**src/rtl/pc_fetch_unit_pkg.sv**
```systemverilog
// Shared constants and types for the instruction-fetch front end.
package pc_fetch_unit_pkg;

  // Instruction presented to decode while nothing valid has been fetched.
  localparam logic [31:0] NOP_INSTR = 32'h0000_0000;

  // Sequential fetch stride in bytes.
  localparam int unsigned PC_INC = 4;

  // Low address bits that must be zero for a word-aligned fetch.
  localparam int unsigned ALIGN_MASK = 3;

  // Width of the J-type instr_index field.
  localparam int unsigned JUMP_IDX_W = 26;

  // FETCH: normal operation. DRAIN: a redirect arrived while a request was outstanding;
  // wait for that ack, throw the data away, then continue from the pending target.
  typedef enum logic {
    StFetch = 1'b0,
    StDrain = 1'b1
  } fetch_state_e;

endpackage

```
**src/rtl/pc_fetch_unit_next_pc_sel.sv**
```systemverilog
// Redirect priority and target formation. Purely combinational.
module pc_fetch_unit_next_pc_sel
  import pc_fetch_unit_pkg::*;
#(
  parameter int unsigned ADDR_W = 32
) (
  input  logic                  jump_i,
  input  logic                  branch_taken_i,
  input  logic [ADDR_W-1:0]     branch_target_i,
  input  logic [ADDR_W-1:0]     pc_next_i,
  input  logic [JUMP_IDX_W-1:0] jump_index_i,
  output logic                  redirect_o,
  output logic [ADDR_W-1:0]     target_o
);

  // Jump keeps the 256 MB region of the delay-slot PC (top four bits of PcNext).
  localparam logic [ADDR_W-1:0] RegionMask = {4'hF, {(ADDR_W - 4){1'b0}}};
  localparam logic [ADDR_W-1:0] WordMask   = ~ADDR_W'(ALIGN_MASK);

  logic [ADDR_W-1:0] jump_target;
  logic [ADDR_W-1:0] branch_target;

  // Form both candidate targets and pick one; jump wins when both are asserted.
  always_comb begin
    jump_target   = (pc_next_i & RegionMask) | ADDR_W'({jump_index_i, 2'b00});
    branch_target = branch_target_i & WordMask;
    redirect_o    = jump_i | branch_taken_i;
    target_o      = jump_i ? jump_target : branch_target;
  end

endmodule

```
**src/rtl/pc_fetch_unit.sv**
```systemverilog
// Instruction-fetch front end: owns the PC, issues imem requests and holds the IF/ID outputs.
module pc_fetch_unit
  import pc_fetch_unit_pkg::*;
#(
  parameter int unsigned        ADDR_W   = 32,
  parameter int unsigned        DATA_W   = 32,
  parameter logic [ADDR_W-1:0]  RESET_PC = '0
) (
  input  logic                  clk,
  input  logic                  reset,
  input  logic                  Stall,
  input  logic                  BranchTaken,
  input  logic [ADDR_W-1:0]     BranchTarget,
  input  logic                  Jump,
  input  logic [JUMP_IDX_W-1:0] JumpIndex,
  output logic                  ImemReq,
  output logic [ADDR_W-1:0]     ImemAddr,
  input  logic                  ImemAck,
  input  logic [DATA_W-1:0]     ImemRdata,
  output logic                  InstrValid,
  output logic [DATA_W-1:0]     Instr,
  output logic [ADDR_W-1:0]     PcOut,
  output logic [ADDR_W-1:0]     PcNext
);

  localparam logic [ADDR_W-1:0] ResetPcAligned = {RESET_PC[ADDR_W-1:2], 2'b00};
  localparam logic [ADDR_W-1:0] PcInc          = ADDR_W'(PC_INC);
  localparam logic [DATA_W-1:0] NopInstr       = DATA_W'(NOP_INSTR);

  fetch_state_e      state_q, state_d;
  logic [ADDR_W-1:0] fetch_pc_q, fetch_pc_d;
  logic [ADDR_W-1:0] pend_pc_q, pend_pc_d;
  logic [DATA_W-1:0] instr_q, instr_d;
  logic [ADDR_W-1:0] pc_out_q, pc_out_d;
  logic [ADDR_W-1:0] pc_next_q, pc_next_d;
  logic              instr_valid_q, instr_valid_d;

  logic              redirect;
  logic [ADDR_W-1:0] target;
  logic              slot_free;
  logic              imem_req;
  logic              ack;

  pc_fetch_unit_next_pc_sel #(
    .ADDR_W(ADDR_W)
  ) u_next_pc_sel (
    .jump_i         (Jump),
    .branch_taken_i (BranchTaken),
    .branch_target_i(BranchTarget),
    .pc_next_i      (pc_next_q),
    .jump_index_i   (JumpIndex),
    .redirect_o     (redirect),
    .target_o       (target)
  );

  // Request generation; an ack is only meaningful while a request is up.
  always_comb begin
    slot_free = ~instr_valid_q | ~Stall;
    imem_req  = ~reset & (((state_q == StFetch) & slot_free) | (state_q == StDrain));
    ack       = imem_req & ImemAck;
  end

  // Next-state for the FSM, fetch/pending PCs and the decode-facing output registers.
  always_comb begin
    state_d       = state_q;
    fetch_pc_d    = fetch_pc_q;
    pend_pc_d     = pend_pc_q;
    instr_d       = instr_q;
    pc_out_d      = pc_out_q;
    pc_next_d     = pc_next_q;
    instr_valid_d = instr_valid_q;

    unique case (state_q)
      StFetch: begin
        if (redirect) begin
          // Redirect beats Stall: whatever decode holds is flushed.
          instr_valid_d = 1'b0;
          if (imem_req && !ImemAck) begin
            // Address must stay stable until the old request completes.
            state_d   = StDrain;
            pend_pc_d = target;
          end else begin
            fetch_pc_d = target;
          end
        end else if (ack) begin
          instr_d       = ImemRdata;
          pc_out_d      = fetch_pc_q;
          pc_next_d     = fetch_pc_q + PcInc;
          instr_valid_d = 1'b1;
          fetch_pc_d    = fetch_pc_q + PcInc;
        end else if (!Stall) begin
          instr_valid_d = 1'b0;
        end
      end
      StDrain: begin
        instr_valid_d = 1'b0;
        if (redirect) begin
          pend_pc_d = target;
        end
        if (ack) begin
          // Drained data is dropped; the newest target wins.
          fetch_pc_d = redirect ? target : pend_pc_q;
          state_d    = StFetch;
        end
      end
      default: state_d = StFetch;
    endcase
  end

  // State and output registers with synchronous reset.
  always_ff @(posedge clk) begin
    if (reset) begin
      state_q       <= StFetch;
      fetch_pc_q    <= ResetPcAligned;
      pend_pc_q     <= ResetPcAligned;
      instr_q       <= NopInstr;
      pc_out_q      <= ResetPcAligned;
      pc_next_q     <= ResetPcAligned + PcInc;
      instr_valid_q <= 1'b0;
    end else begin
      state_q       <= state_d;
      fetch_pc_q    <= fetch_pc_d;
      pend_pc_q     <= pend_pc_d;
      instr_q       <= instr_d;
      pc_out_q      <= pc_out_d;
      pc_next_q     <= pc_next_d;
      instr_valid_q <= instr_valid_d;
    end
  end

  assign ImemReq    = imem_req;
  assign ImemAddr   = fetch_pc_q;
  assign InstrValid = instr_valid_q;
  assign Instr      = instr_q;
  assign PcOut      = pc_out_q;
  assign PcNext     = pc_next_q;

endmodule

```
**config.mk**
```make
export PLATFORM = sky130hd
export DESIGN_NAME = pc_fetch_unit
export DESIGN_NICKNAME = d
export VERILOG_FILES = /design/src/rtl/pc_fetch_unit_pkg.sv /design/src/rtl/pc_fetch_unit_next_pc_sel.sv /design/src/rtl/pc_fetch_unit.sv
export SDC_FILE = /design/constraint.sdc
export NUM_CORES = 1
export LEC_CHECK = 0
export ABC_AREA = 1
export CORE_MARGIN = 2
export CORE_UTILIZATION = 30
export CTS_BUF_LIST = sky130_fd_sc_hd__clkbuf_8 sky130_fd_sc_hd__clkbuf_16
export DETAILED_ROUTE_END_ITERATION = 12
export PLACE_DENSITY = 0.56
export RECOVER_POWER = 50
export SLEW_MARGIN = 15
export SYNTH_ARGS = -nofsm -noshare
export SYNTH_HDL_FRONTEND = slang
export SYNTH_SLANG_ARGS = --single-unit
export TNS_END_PERCENT = 1
```
**constraint.sdc**
```tcl
create_clock -name clk -period 2.91 [get_ports clk]
set_input_delay 0.4365 -clock clk [delete_from_list [all_inputs] [get_ports clk]]
set_output_delay 0.4365 -clock clk [all_outputs]
set_load 0.02 [all_outputs]
```
==> impl_metrics.ini, run 1 <==
[run_status]
status = completed

[floorplan]
dieArea_um2 = 27100
fp-row-count = 58
dieWidth_um = 164
pin_count = 226
initial_utilization_pct = 30.6
core_area_um2 = 25300
die-height_um = 164

[final_layout]
fin_util_pct = 42.5
instances_no_fill = 1684
fillCellCount = 2673
area_growth_pct = 38.8
num-nets-final = 1438
antenna_cells = 0
drive_above_1_share_pct = 5.47

[logic_synthesis]
synth_flop_cell = dfxtp_1
syn_inst = 1157
synth_area_um2 = 7730
synth_edf_count = 0
synth_seq_cells = 160
synth_warnings = 0
syn_area_per_cell_um2 = 6.68
ys_seq_area_share_pct = 41.5
synth.net_count = 1254
synthDistinctLibCells = 33
async_reset_ff_share_pct = 0

[global_routing]
grt_pass1_wl_um = 39600
antenna_found_initial = 0
grt_pass1_vias = 6895
gr-usage-all-layers_pct = 18.8
grt_overflow_total = 0
grt_max_degree = 142

[clock_network]
clock_sinks = 160
cts_buffer_depth = 2
ctsHoldBuffers = 0
numCtsBuffers = 17
clock_latency_ns = 0.43
root_buffer = clkbuf_16
postCtsSetupBuffers = 0
cts_tree = built
cts_resized = 0
cts_max_level = 4
clkSlewWorstSetupHoldPaths_ns = 0.07

[placed_design]
hpwl_um = 18500
place.gp.congestion = 0.896
dp_cells = 1652
io_buffers = 223

[power_and_ir_drop]
p_leak_nw = 4.65
swShare_pct = 30.7
peakVddDrop_mv = 0.371
seqPwrFrac_pct = 42.3
net-switching-power_mw = 1.80
p_int_mw = 4.06
p_per_area_nw_per_um2 = 546
combPwrFrac_pct = 18.1
total_power_mw = 5.86
clkPwrFrac_pct = 39.6

[run]
maxCapViolCount = 0

[critical_path]
path_cells = inv_4, a31oi_4, clkdlybuf4s50_1
cp.required_ns = 2.47
critPathLaunchType = flop
cp_slowest_cell = clkdlybuf4s50_1
endpoint_kind = output pin
critPathBufInv = 2
path_delay_family = buffers and inverters
path_max_fanout = 36
cpPeakStageDelay_ns = 0.65
critPathLaunch = state_q$_SDFF_PP0_
arrival_ns = 2.15
reg2reg_from = state_q$_SDFF_PP0_
criticalPathCategory = reg2out

[sta]
max_slew.worst_pin.slew_ns = 0.626
setup_viol = 0
rsz0062_at_grt = no
relSlewSlack_pct = 58.2
tns_ns = 0
fmax_mhz = 386
period_share_pct = 89.0
min_period_ns = 2.59
slew_violations = 0
finalHoldViolCount = 0
clock_skew_ns = 0.0130

[route]
vias = 7907
drt-wirelength-per-cell_um = 15.4
drtAntennaViolNets = 0
drtIter0Drc = 548
drc = 0
drt_wl_total_um = 26000
drtPass1Iterations = 6
vias_per_cell = 4.70

[worst_hold_path]
hold_class = reg2reg
min_from = pend_pc_q[1]$_SDFFE_PP0P_
[layout by cell type (no fill, tap or decap), types with 5 or more instances in the layout]
master           Yosys  layout
a21oi_1            144     144
buf_12               0       5
buf_4               11      11
clkbuf_16            0      17
clkdlybuf4s50_1      0     114
dfxtp_1            160     160
dlygate4sd3_1        0     109
inv_1               61      60
inv_6                0       5
nand2_1            298     300
nand3_1             18      19
nor2_1             186     186
nor2_2               5       5
nor2_4               6       6
o21ai_0            126     128
o21ai_1             31      29
xor2_1              14      14
[power by group through the flow]
stage	logic, mW	registers [mW]	clock network [mW]
finish	1.06	2.48	2.32
global route	1.17	2.49	2.48
CTS	1.10	2.48	2.37
detailed placement	1.09	2.53	0
global placement	1.08	2.52	0
floorplan	0.513	2.58	0
[cells in the mapped netlist (5+ instances only)]
master / n / area share [%]
nor2_4: 6 / 0.87
buf_2: 19 / 1.2
nand2_1: 298 / 14
dfxtp_1: 160 / 41
clkbuf_1: 35 / 1.7
o21ai_1: 31 / 2.0
xor2_1: 14 / 1.6
inv_1: 61 / 3.0
buf_4: 11 / 1.1
buf_6: 8 / 1.2
o21ai_0: 126 / 8.2
nand2_2: 5 / 0.40
nand3_1: 18 / 1.2
nor2_1: 186 / 9.0
a21oi_1: 144 / 9.3
nor2_2: 5 / 0.40
[flip-flops by register name, summed over array words and instances, names as in the netlist]
signal      cells
state_q         1
ImemAddr       32
PcNext         30
pend_pc_q      32
InstrValid      1
Instr          32
PcOut          32
[cell families (layout without fill, tap and decap cells)]
kind of cell | count (synthesis) | count (layout) | share of synthesized area, %
and+or+nand+nor | 530 | 530 | 27.6
AOI/OAI and AO/OA | 311 | 311 | 20.6
DFF | 160 | 160 | 41.5
buffers and inverters | 140 | 337 | 8.48
xor gates and xnor gates | 15 | 15 | 1.70
adders and majority gates | 1 | 1 | 0.162
[per-stage QoR]
stage / area [um2] / worst slack [ns] / hold slack (ns)
global placement: 10200 / 0.487 / 0.435
detailed placement: 10200 / 0.438 / 0.436
floorplan: 7730 / 1.21 / 0.425
CTS: 10800 / 0.249 / 0.447
global route: 10700 / 0.138 / 0.459
finish: 10700 / 0.321 / 0.444
[routing by layer]
metal  global-route usage, %  up-vias  part of all wire, %
met5                       0        -                    0
li1                        -     4094                    -
met3                    3.44       21                  6.0
met4                    5.26        0                  1.5
met1                    27.9     3545                   49
met2                    27.8      247                   43
[worst reg2reg max path: stages, from the launching register on]
cell and delay, ns:
dfxtp_1 0.56, inv_4 0.25, nand2_1 0.28, inv_2 0.04
nand3_1 0.18, clkinvlp_2 0.44, buf_12 0.35, nor2_1 0.15
nor2_1 0.04, o21ai_0 0.07, inv_1 0.05
[area by class of cell]
type	count	area, um2	area share [%]
multi-input combinational	857	3850	35.8
sequential	160	3200	29.9
timing repair buffer	239	2410	22.5
clock buffer	17	425	3.97
tap	330	413	3.85
inverter	66	253	2.36
clock inverter	15	174	1.62
[worst paths after layout]
kind                                                   to  cells past startpoint  slack (ns)
worst max-delay path                              ImemReq                      3        0.32
worst min-delay path            pend_pc_q[1]$_SDFFE_PP0P_                      2        0.44
worst max register to register    PcNext[19]$_SDFFE_PP0P_                     10        0.39
worst min register to register  pend_pc_q[1]$_SDFFE_PP0P_                      2        0.44
No activity file was read; power rests on OpenSTA's default activity.
==> run 2, diff against run 1 <==
- CELL_PAD_IN_SITES_DETAIL_PLACEMENT: default -> 1
- CELL_PAD_IN_SITES_GLOBAL_PLACEMENT: default -> 1
- PLACE_DENSITY: 0.56 -> 0.75
- clock period: 2.91 -> 2.6 ns (I/O delays scaled with it)
==> impl_metrics.ini, run 2 (same netlist as run 1, synthesis figures left out) <==
[sta]
finalHoldViolCount = 0
setup_viol = 0
period_share_pct = 91.1
fmax_mhz = 422
tns_ns = 0
slew_violations = 0
rsz0062_at_grt = no
min_period_ns = 2.37
relSlewSlack_pct = 48.5
clock_skew_ns = 0.0112
max_slew.worst_pin.slew_ns = 0.772
hold_slack_ns = 0.463
finalWorstSetupSlack_ns = 0.231

[route]
routed-wl-met2_um = 13000
drt-wirelength-per-cell_um = 16.6
drtPass1Iterations = 5
drtIter0Drc = 417
wl_met1_um = 13200
vias = 8273
drtAntennaViolNets = 0
highest_layer = met4
vias_per_cell = 4.88
drc = 0
wl_met3_um = 1360
drt_wl_total_um = 28100

[global_routing]
grt_pass1_vias = 8180
antenna_found_initial = 0
grt_overflow_total = 0
grt_max_degree = 76
gr-usage-all-layers_pct = 21.0
grt_pass1_wl_um = 44400

[power_and_ir_drop]
swShare_pct = 29.6
clkPwrFrac_pct = 41.9
combPwrFrac_pct = 18.2
p_int_mw = 4.87
peakVddDrop_mv = 0.407
p_per_area_nw_per_um2 = 634
total_power_mw = 6.91
seqPwrFrac_pct = 39.9
p_leak_nw = 4.73
net-switching-power_mw = 2.05

[clock_network]
postCtsSetupBuffers = 0
root_buffer = clkbuf_16
cts_tree = built
clock_sinks = 160
clkSlewWorstSetupHoldPaths_ns = 0.07
cts_resized = 0
clock_latency_ns = 0.44
ctsHoldBuffers = 0
cts_buffer_depth = 2
numCtsBuffers = 17
cts_max_level = 4

[placed_design]
hpwl_um = 20800
io_buffers = 223
dp_cells = 1662
place.gp.congestion = 0.855
place_ws_ns = 0.254
placed_area_um2 = 10300

[floorplan]
die-height_um = 164
dieArea_um2 = 27100
pin_count = 226
dieWidth_um = 164
fp-row-count = 58
initial_utilization_pct = 30.6
core_area_um2 = 25300

[final_layout]
post-route-cell-area_um2 = 10900
final_common_cell = nand2_1
drive_above_1_share_pct = 6.16
fin_util_pct = 43.2
area_growth_pct = 41.2
antenna_cells = 0
instances_no_fill = 1694
num-nets-final = 1448
mostFrequentLayoutCells = 298 x nand2_1, 187 x nor2_1, 160 x dfxtp_1

[critical_path]
path_max_fanout = 57
criticalPathCategory = in2reg
arrival_ns = 2.68
endpoint_kind = flop
critPathLaunchType = input port
cp.required_ns = 2.92

[run_status]
status = completed

[worst_hold_path]
hold_class = reg2reg

[run]
maxCapViolCount = 0
## run 2: changes by cell type in the layout (fill, tap and decap cells not counted), moves of 2 or more
| cell | before | now |
|---|---|---|
| bufinv_16 | 2 | 5 |
| buf_4 | 11 | 16 |
| o21ai_1 | 29 | 31 |
| o21ai_0 | 128 | 126 |
| dlygate4sd3_1 | 109 | 99 |
| clkinvlp_4 | 3 | 1 |
| buf_12 | 5 | 8 |
| clkdlybuf4s50_1 | 114 | 124 |
| nand2_1 | 300 | 298 |
## run 2: power groups by stage
stage	Clock (mW)	Sequential [mW]	Combinational (mW)
after floorplan	0	2.89	0.574
after global placement	0	2.81	1.26
after detailed placement	0	2.82	1.28
after CTS	2.97	2.76	1.30
after global routing	3.06	2.78	1.39
final	2.89	2.76	1.26
## run 2: worst max-delay path: stages
cell and delay (ns):
dlygate4sd3_1 0.59, nor2_1 0.33, buf_12 0.31, inv_1 0.06, buf_2 0.32, nand2_1 0.19, a21oi_1 0.11, nor3_1 0.27
nor2_1 0.09
## run 2: cell type report
cell class / instances / area (um2)
clock inverters: 15 / 244
clock buffers: 17 / 425
flip-flops and latches: 160 / 3200
inverters: 66 / 254
repair buffers: 249 / 2520
multi-input cells: 857 / 3850
well taps: 330 / 413
fillers: 3214 / 14300
## run 2: path summary, 6_finish.rpt
path | from | endpoint | slack [ns] | depth (start not counted)
setup / recovery | Jump | ImemAddr[6]$_SDFFE_PP0P_ | 0.23 | 9
hold reg to reg | pend_pc_q[0]$_SDFFE_PP0P_ | pend_pc_q[0]$_SDFFE_PP0P_ | 0.46 | 2
hold / removal | pend_pc_q[0]$_SDFFE_PP0P_ | pend_pc_q[0]$_SDFFE_PP0P_ | 0.46 | 2
setup reg to reg | ImemAddr[10]$_SDFFE_PP0P_ | ImemAddr[13]$_SDFFE_PP0P_ | 0.48 | 9
## run 2: routing by layer
| metal | vias to the layer above | global-route usage [%] |
|---|---|---|
| met5 | - | 0 |
| met4 | 0 | 6.13 |
| met3 | 33 | 3.52 |
| met2 | 203 | 34.4 |
| met1 | 3930 | 28.5 |
| li1 | 4107 | - |
